==> src/rtl/systolic_matrix_loader_if.sv <==
// rtl/systolic_matrix_loader_if.sv - element stream into the systolic matrix loader
interface systolic_matrix_loader_if #(
    parameter int DW = 8
) ();
    logic [DW-1:0] i_data;
    logic          i_valid;
    logic          i_last;
    logic          o_ready;

    modport master (output i_data, output i_valid, output i_last, input o_ready);
    modport slave  (input i_data, input i_valid, input i_last, output o_ready);
endinterface

==> src/rtl/systolic_matrix_loader.sv <==
// rtl/systolic_matrix_loader.sv - assembles an A-then-B byte stream into NxN operands and fires the array
// Optional framing check on i_last: LOADER_ERR_CHECK_EN.
module systolic_matrix_loader #(
    parameter int N  = 4,
    parameter int DW = 8
) (
    input  logic                         i_clk,
    input  logic                         i_arst,
    systolic_matrix_loader_if.slave      s_in,
    output logic [N-1:0][N-1:0][DW-1:0]  o_a,
    output logic [N-1:0][N-1:0][DW-1:0]  o_b,
    output logic                         o_validInput,
    input  logic                         i_validResult,
    output logic                         o_busy,
    output logic                         o_err
);
    localparam int             NN   = N * N;
    localparam int             CW   = $clog2(2 * NN);
    localparam logic [CW-1:0]  LAST = CW'(2 * NN - 1);

    typedef enum logic [1:0] {S_LOAD, S_FIRE, S_WAIT} state_t;

    state_t                        r_state;
    state_t                        w_next;
    logic [CW-1:0]                 r_cnt;
    logic [N-1:0][N-1:0][DW-1:0]   r_a;
    logic [N-1:0][N-1:0][DW-1:0]   r_b;
    logic                          w_ready;
    logic                          w_xfer;
    logic                          w_end;
    logic                          w_bad;

    assign w_xfer = s_in.i_valid & w_ready;
    assign w_end  = (r_cnt == LAST);

`ifdef LOADER_ERR_CHECK_EN
    logic r_err;

    // A beat whose i_last disagrees with its position drops the whole frame.
    assign w_bad = w_xfer & (s_in.i_last != w_end);

    always_ff @(posedge i_clk) begin
        if (i_arst) begin
            r_err <= 1'b0;
        end else if (w_bad) begin
            r_err <= 1'b1;
        end
    end

    assign o_err = r_err;
`else
    logic w_unused_last;

    assign w_unused_last = s_in.i_last;
    assign w_bad         = 1'b0;
    assign o_err         = 1'b0;
`endif

    always_ff @(posedge i_clk) begin
        if (i_arst) begin
            r_state <= S_LOAD;
        end else begin
            r_state <= w_next;
        end
    end

    always_comb begin
        w_next       = r_state;
        w_ready      = 1'b0;
        o_validInput = 1'b0;
        o_busy       = 1'b0;
        case (r_state)
            S_LOAD: begin
                w_ready = ~i_arst;
                if (w_xfer && w_end && !w_bad) begin
                    w_next = S_FIRE;
                end
            end
            S_FIRE: begin
                o_validInput = 1'b1;
                o_busy       = 1'b1;
                w_next       = S_WAIT;
            end
            S_WAIT: begin
                o_busy = 1'b1;
                if (i_validResult) begin
                    w_next = S_LOAD;
                end
            end
            default: begin
                w_next = S_LOAD;
            end
        endcase
    end

    assign s_in.o_ready = w_ready;

    // Transfers only happen in LOAD, so the operands are frozen while the array works.
    always_ff @(posedge i_clk) begin
        if (i_arst) begin
            r_cnt <= '0;
            r_a   <= '0;
            r_b   <= '0;
        end else if (w_xfer) begin
            if (w_bad || w_end) begin
                r_cnt <= '0;
            end else begin
                r_cnt <= r_cnt + CW'(1);
            end
            if (!w_bad) begin
                for (int r = 0; r < N; r++) begin
                    for (int c = 0; c < N; c++) begin
                        if (r_cnt == CW'(r * N + c)) begin
                            r_a[r][c] <= s_in.i_data;
                        end
                        if (r_cnt == CW'(NN + r * N + c)) begin
                            r_b[r][c] <= s_in.i_data;
                        end
                    end
                end
            end
        end
    end

    assign o_a = r_a;
    assign o_b = r_b;
endmodule
==> src/flat_wrapper.sv <==
// flat-port wrapper written by rule: the top's interface ports become plain ports
module systolic_matrix_loader_flat 
#(
    parameter int N  = 4,
    parameter int DW = 8
)
  (i_clk, i_arst, o_a, o_b, o_validInput, i_validResult, o_busy, o_err, s_in_i_data, s_in_i_valid, s_in_i_last, s_in_o_ready);
  systolic_matrix_loader_if #(.DW(DW)) s_in_i ();
  input  logic i_clk;
  input  logic i_arst;
  output logic [N-1:0][N-1:0][DW-1:0] o_a;
  output logic [N-1:0][N-1:0][DW-1:0] o_b;
  output logic o_validInput;
  input  logic i_validResult;
  output logic o_busy;
  output logic o_err;
  input wire logic [$bits(s_in_i.i_data)-1:0] s_in_i_data;
  input wire logic [$bits(s_in_i.i_valid)-1:0] s_in_i_valid;
  input wire logic [$bits(s_in_i.i_last)-1:0] s_in_i_last;
  output wire logic [$bits(s_in_i.o_ready)-1:0] s_in_o_ready;
  assign s_in_i.i_data = s_in_i_data;
  assign s_in_i.i_valid = s_in_i_valid;
  assign s_in_i.i_last = s_in_i_last;
  assign s_in_o_ready = s_in_i.o_ready;
  systolic_matrix_loader #(.N(N), .DW(DW)) u_core (.i_clk(i_clk), .i_arst(i_arst), .s_in(s_in_i), .o_a(o_a), .o_b(o_b), .o_validInput(o_validInput), .i_validResult(i_validResult), .o_busy(o_busy), .o_err(o_err));
endmodule
==> config.mk <==
export PLATFORM = sky130hd
export DESIGN_NAME = systolic_matrix_loader_flat
export DESIGN_NICKNAME = d
export VERILOG_FILES = /design/src/rtl/systolic_matrix_loader_if.sv /design/src/rtl/systolic_matrix_loader.sv /design/src/flat_wrapper.sv
export SDC_FILE = /design/constraint.sdc
export NUM_CORES = 1
export LEC_CHECK = 0
export ABC_AREA = 1
export CAP_MARGIN = 10
export CORE_ASPECT_RATIO = 1.2
export CORE_MARGIN = 10
export CORE_UTILIZATION = 49
export DETAILED_ROUTE_END_ITERATION = 7
export GPL_TIMING_DRIVEN = 0
export PLACE_DENSITY = 0.8
export SLEW_MARGIN = 20
export SYNTH_ARGS = -nofsm -noshare
export SYNTH_HDL_FRONTEND = slang
export SYNTH_SLANG_ARGS = --single-unit
==> constraint.sdc <==
create_clock -name i_clk -period 2.15 [get_ports i_clk]
set_clock_uncertainty 0.1 [all_clocks]
set_input_delay 0.215 -clock i_clk [delete_from_list [all_inputs] [get_ports i_clk]]
set_output_delay 0.215 -clock i_clk [all_outputs]
set_load 0.02 [all_outputs]
; ---- Yosys cells after proc, flatten, opt, wreduce, memory -nomap -nowiden
; Cells that the tools add are included.
[classes]
n_eq_ne = 35
reduce_logical = 37
bitwise_logic = 2
n_mux = 7
addsub = 1
[ops]
columns = cell, n
row1 = $eq A5 B5 Y1 const B, 16
row2 = $reduce_and A2 Y1, 33
row3 = $eq A5 B4 Y1 const B, 8
row4 = $eq A5 B3 Y1 const B, 4
row5 = $eq A5 B2 Y1 const B, 2
row6 = $pmux W2 S3, 1
row7 = $add A5 B1 Y5 const B, 1
row8 = $eq A5 B1 Y1 const B, 1
row9 = $logic_not A5 Y1, 1
row10 = $mux W5, 1
row11 = $mux W2, 2
row12 = $mux W1, 3
row13 = $eq A2 B1 Y1 const B, 1
row14 = $eq A2 B2 Y1 const B, 1
row15 = $logic_not A2 Y1, 1
row16 = $ne A2 B1 Y1 const B, 1
row17 = $ne A2 B2 Y1 const B, 1
row18 = $reduce_or A2 Y1, 1
row19 = $and A1 B1 Y1, 1
row20 = $logic_and A1 B1 Y1, 1
row21 = $not A1 Y1, 1
[word_totals]
word_cells = 116
output_inout_bits = 260
inputBits = 13
register_bits = 263

; ---- Longest topological paths before layout
[logic_depth]
depth_word = 6
depth_mapped = 10

; ---- Least setup slack after synthesis
; OpenSTA, ideal clock, no wires.
[synth_timing]
path_type = flip-flop to flip-flop
from = register u_core.r_cnt[0]
to = register u_core.r_b (netlist bit u_core.o_b[125])
path_slack_ns = 0.366
arrival_time_ns = 1.557
stages_incl_launch_ff = 9
period_less_slack_ns = 1.784
path_buffers = 1
setup_time_ns = 0.128
cell_sequence = dfxtp_1 -> ha_1 -> inv_1 -> nor2_1 -> ha_1 -> nand4_1 -> clkbuf_1 -> o21ai_0 -> a21oi_1
[synth_between]
elab_chain_len = 2
[synth_rtl]
columns = item, line
row1 = "start, declared", systolic_matrix_loader.sv:25  ; logic [CW-1:0] r_cnt;
row2 = "start signal, assigned", systolic_matrix_loader.sv:108  ; r_cnt <= r_cnt + CW'(1);
row3 = $eq A5 B5 Y1, systolic_matrix_loader.sv:116  ; if (r_cnt == CW'(NN + r * N + c)) begin
row4 = $reduce_and A2 Y1 (no source line), -
row5 = "end signal, assigned by index", systolic_matrix_loader.sv:117  ; r_b[r][c] <= s_in.i_data;
row6 = "end, declared", systolic_matrix_loader.sv:27  ; logic [N-1:0][N-1:0][DW-1:0] r_b;
; Every way passes these cells.
; A chain may end at the register's enable or synchronous reset.

; ---- Worst setup path in the final report
[layout_timing]
from = register u_core.r_cnt[0]
to = register u_core.r_a (netlist bit u_core.o_a[126])
[layout_between]
elab_chain_len = 2
[layout_rtl]
columns = item, line
row1 = $eq A5 B4 Y1, systolic_matrix_loader.sv:113  ; if (r_cnt == CW'(r * N + c)) begin
row2 = $reduce_and A2 Y1 (no source line), -
row3 = "end signal, assigned by index", systolic_matrix_loader.sv:114  ; r_a[r][c] <= s_in.i_data;
row4 = "end, declared", systolic_matrix_loader.sv:26  ; logic [N-1:0][N-1:0][DW-1:0] r_a;
; Every way passes these cells.

==> impl_metrics.ini <==
[global_route]
grt_pass1_vias = 10200
antenna_found_initial = 1
grt_max_degree = 14
grt_usage_pct = 24.6
grt_pass1_wl_um = 56400
grt_overflow_total = 0

[clocking]
clkSinkCount = 263
hold_buffers = 0
cts_tree = built
clk_pin_slew_ns = 0.07
clk_latency_ns = 0.52
root_buffer = clkbuf_16
ctsLongestPathBuffers = 3
cts_buffers = 26
htreeDepth = 1

[place]
port_buffers = 270
placedCellCount = 2032
gp_congestion = 0.855
hpwl_um = 25900

[sta]
slew_violations = 0
min_period_ns = 2.03
maxSlewHeadroom_pct = 41.5
min_period_over_period_pct = 94.6
setup_viol = 0
hold_viol_final = 0
max_freq_mhz = 492
tightestPinTransition_ns = 0.877
whs_ns = 0.262

[power]
p_per_area_nw_per_um2 = 740
leakagePower_uw = 0.00575
irDropWorstVdd_uv = 590
total_power_uw = 10700

[synth]
ys.flop_type = dfxtp_1
syn-instance-count = 1492
avgSynthCellArea_um2 = 7.07
synth_fp_nets = 1515
yosysSeqAreaShare_pct = 49.9
yosysTopAreaCellShare_pct = 49.9
synth_cell_types = 25
synth_seq_cells = 263
yosys_warnings = 0
synth_edf_count = 0
synth_most_common_cell = nor2_1
syn_area_um2 = 10500
async_flop_share_pct = 0
synth.cells.most_frequent = nor2_1 (428), nand2_1 (372), dfxtp_1 (263), nand3_1 (133), a21oi_1 (84)
synthTopCellsByArea = dfxtp_1 (50%), nor2_1 (15%), nand2_1 (13%)
yosysTopAreaCell = dfxtp_1

[detailed_routing]
drcViolationCount = 0
vias = 10600
viasPerCell = 5.08
routed_wl_um = 35600
final_antenna_net_count = 0
wl_per_cell_um = 17.1
drt_iter0_drc = 760
drt_pre_antenna_iters = 6

[floorplan]
row_count = 58
core-area_um2 = 21000
die_h_um = 181
start_util_pct = 50.1
die_w_um = 154
die_area_um2 = 27800
io_pins = 273

[job]
maxCapViolCount = 0

[hold_path]
hold_path_class = in2reg
min_path_cells = 3
whs_endpoint = u_core.o_b[124]
hold_start = s_in_i_data[4]

[worst_setup_path]
startpoint_type = register
reg2reg_from = u_core.r_cnt[0]
r2r_setup_slack_ns = 0.12
cp_data_arrival_time_ns = 2.38
end_kind = register
critPathMaxFanout = 10
required_ns = 2.49
crit_start = u_core.r_cnt[0]
path_class = reg2reg
r2r-end = u_core.o_a[126]
rr_worst_depth = 9

[finish]
seq_area_um2 = 5270
post-route-util_pct = 68.8
fin_cells = 2078
fillCellCount = 1777
layout.nets = 1815
multi_input_area_um2 = 4670
syn_to_final_growth_pct = 37.3
layout-drive-gt1-share_pct = 6.75

[run_status]
status = finished clean
## per-stage QoR
| stage | TNS, ns | setup WS (ns) | area [µm²] |
|---|---|---|---|
| after floorplan | 0 | 0.366 | 10500 |
| after CTS | -0.480 | -0.0805 | 14400 |
| final | 0 | 0.116 | 14500 |
| after global routing | -0.00361 | -0.00361 | 14500 |
| after detailed placement | -44.49 | -0.465 | 13600 |
| after global placement | -32.79 | -0.412 | 13600 |
## cell families after synthesis
group	count (synthesis)	synth area share, %
AOI/OAI and AO/OA	102	4.84
other	1	0.0356
adders and majority gates	10	1.19
buffers and inverters	152	6.33
and+or+nand+nor	964	37.7
DFF	263	49.9
## repair_timing
action | CTS | global route
gates resized for setup | 5 | 40
pin swaps | 0 | 2
setup endpoints to repair | 95 | 169
setup buffers | 1 | 1
## how the worst max path moves through the flow
stage | to | cells past startpoint | slack [ns]
2_1_floorplan | u_core.o_b[125] | 8 | 0.37
3_3_place_gp | u_core.r_state[0] | 7 | -0.41
3_5_place_dp | u_core.o_b[117] | 7 | -0.47
4_1_cts | u_core.o_b[39] | 8 | -0.08
5_1_grt | u_core.o_b[118] | 10 | -0.004
6_report | u_core.o_a[126] | 9 | 0.12
## sequential cells by signal, summed over array words and instances, names as in the netlist
register,cells
u_core.r_state,2
u_core.o_a,128
u_core.o_b,128
u_core.r_cnt,5
## final cells by class
class	count	share of cell area [%]
Sequential cell	263	36.4
Multi-Input combinational cell	1077	32.3
Timing Repair Buffer	272	18.7
Clock buffer	41	5.24
Buffer	104	3.56
Tap cell	270	2.33
Inverter	48	1.24
Clock inverter	2	0.242
Antenna cell	1	0.0173
## placed cells by master, fill, tap and decap left out, types with 9 or more instances in the layout
cell type and n:
nor2_1 424, nand2_1 372, clkdlybuf4s50_1 267, dfxtp_1 263
nand3_1 133, a21oi_1 84, clkbuf_1 46, inv_1 44
clkbuf_16 27, buf_2 20, o21ai_0 18, buf_1 18
buf_4 17, nor2_4 15, clkbuf_2 9
## layer usage
layer / track usage [%] / part of all wire (%) / routed length [µm] / vias to the layer above
met3: 7.50 / 8.9 / 3160 / 112
met5: 0 / 0 / 0 / -
met4: 11.1 / 5.2 / 1840 / 0
met2: 41.2 / 47 / 16600 / 417
met1: 28.1 / 39 / 14000 / 4797
li1: - / - / - / 5231
## report_power, final
part / switching (µW) / internal (µW) / total [µW]
registers: 50.6 / 4950 / 5000
clock network: 1820 / 2510 / 4330
logic: 952 / 424 / 1380
## critical path: stages (launching register included)
cell and delay [ns]:
dfxtp_1 0.41, ha_2 0.24, inv_1 0.07, nor2_1 0.17, ha_1 0.18, inv_1 0.05
nor2_2 0.25, buf_2 0.26, o21ai_0 0.09, a21oi_1 0.13
No activity file was read; power rests on OpenSTA's default activity.
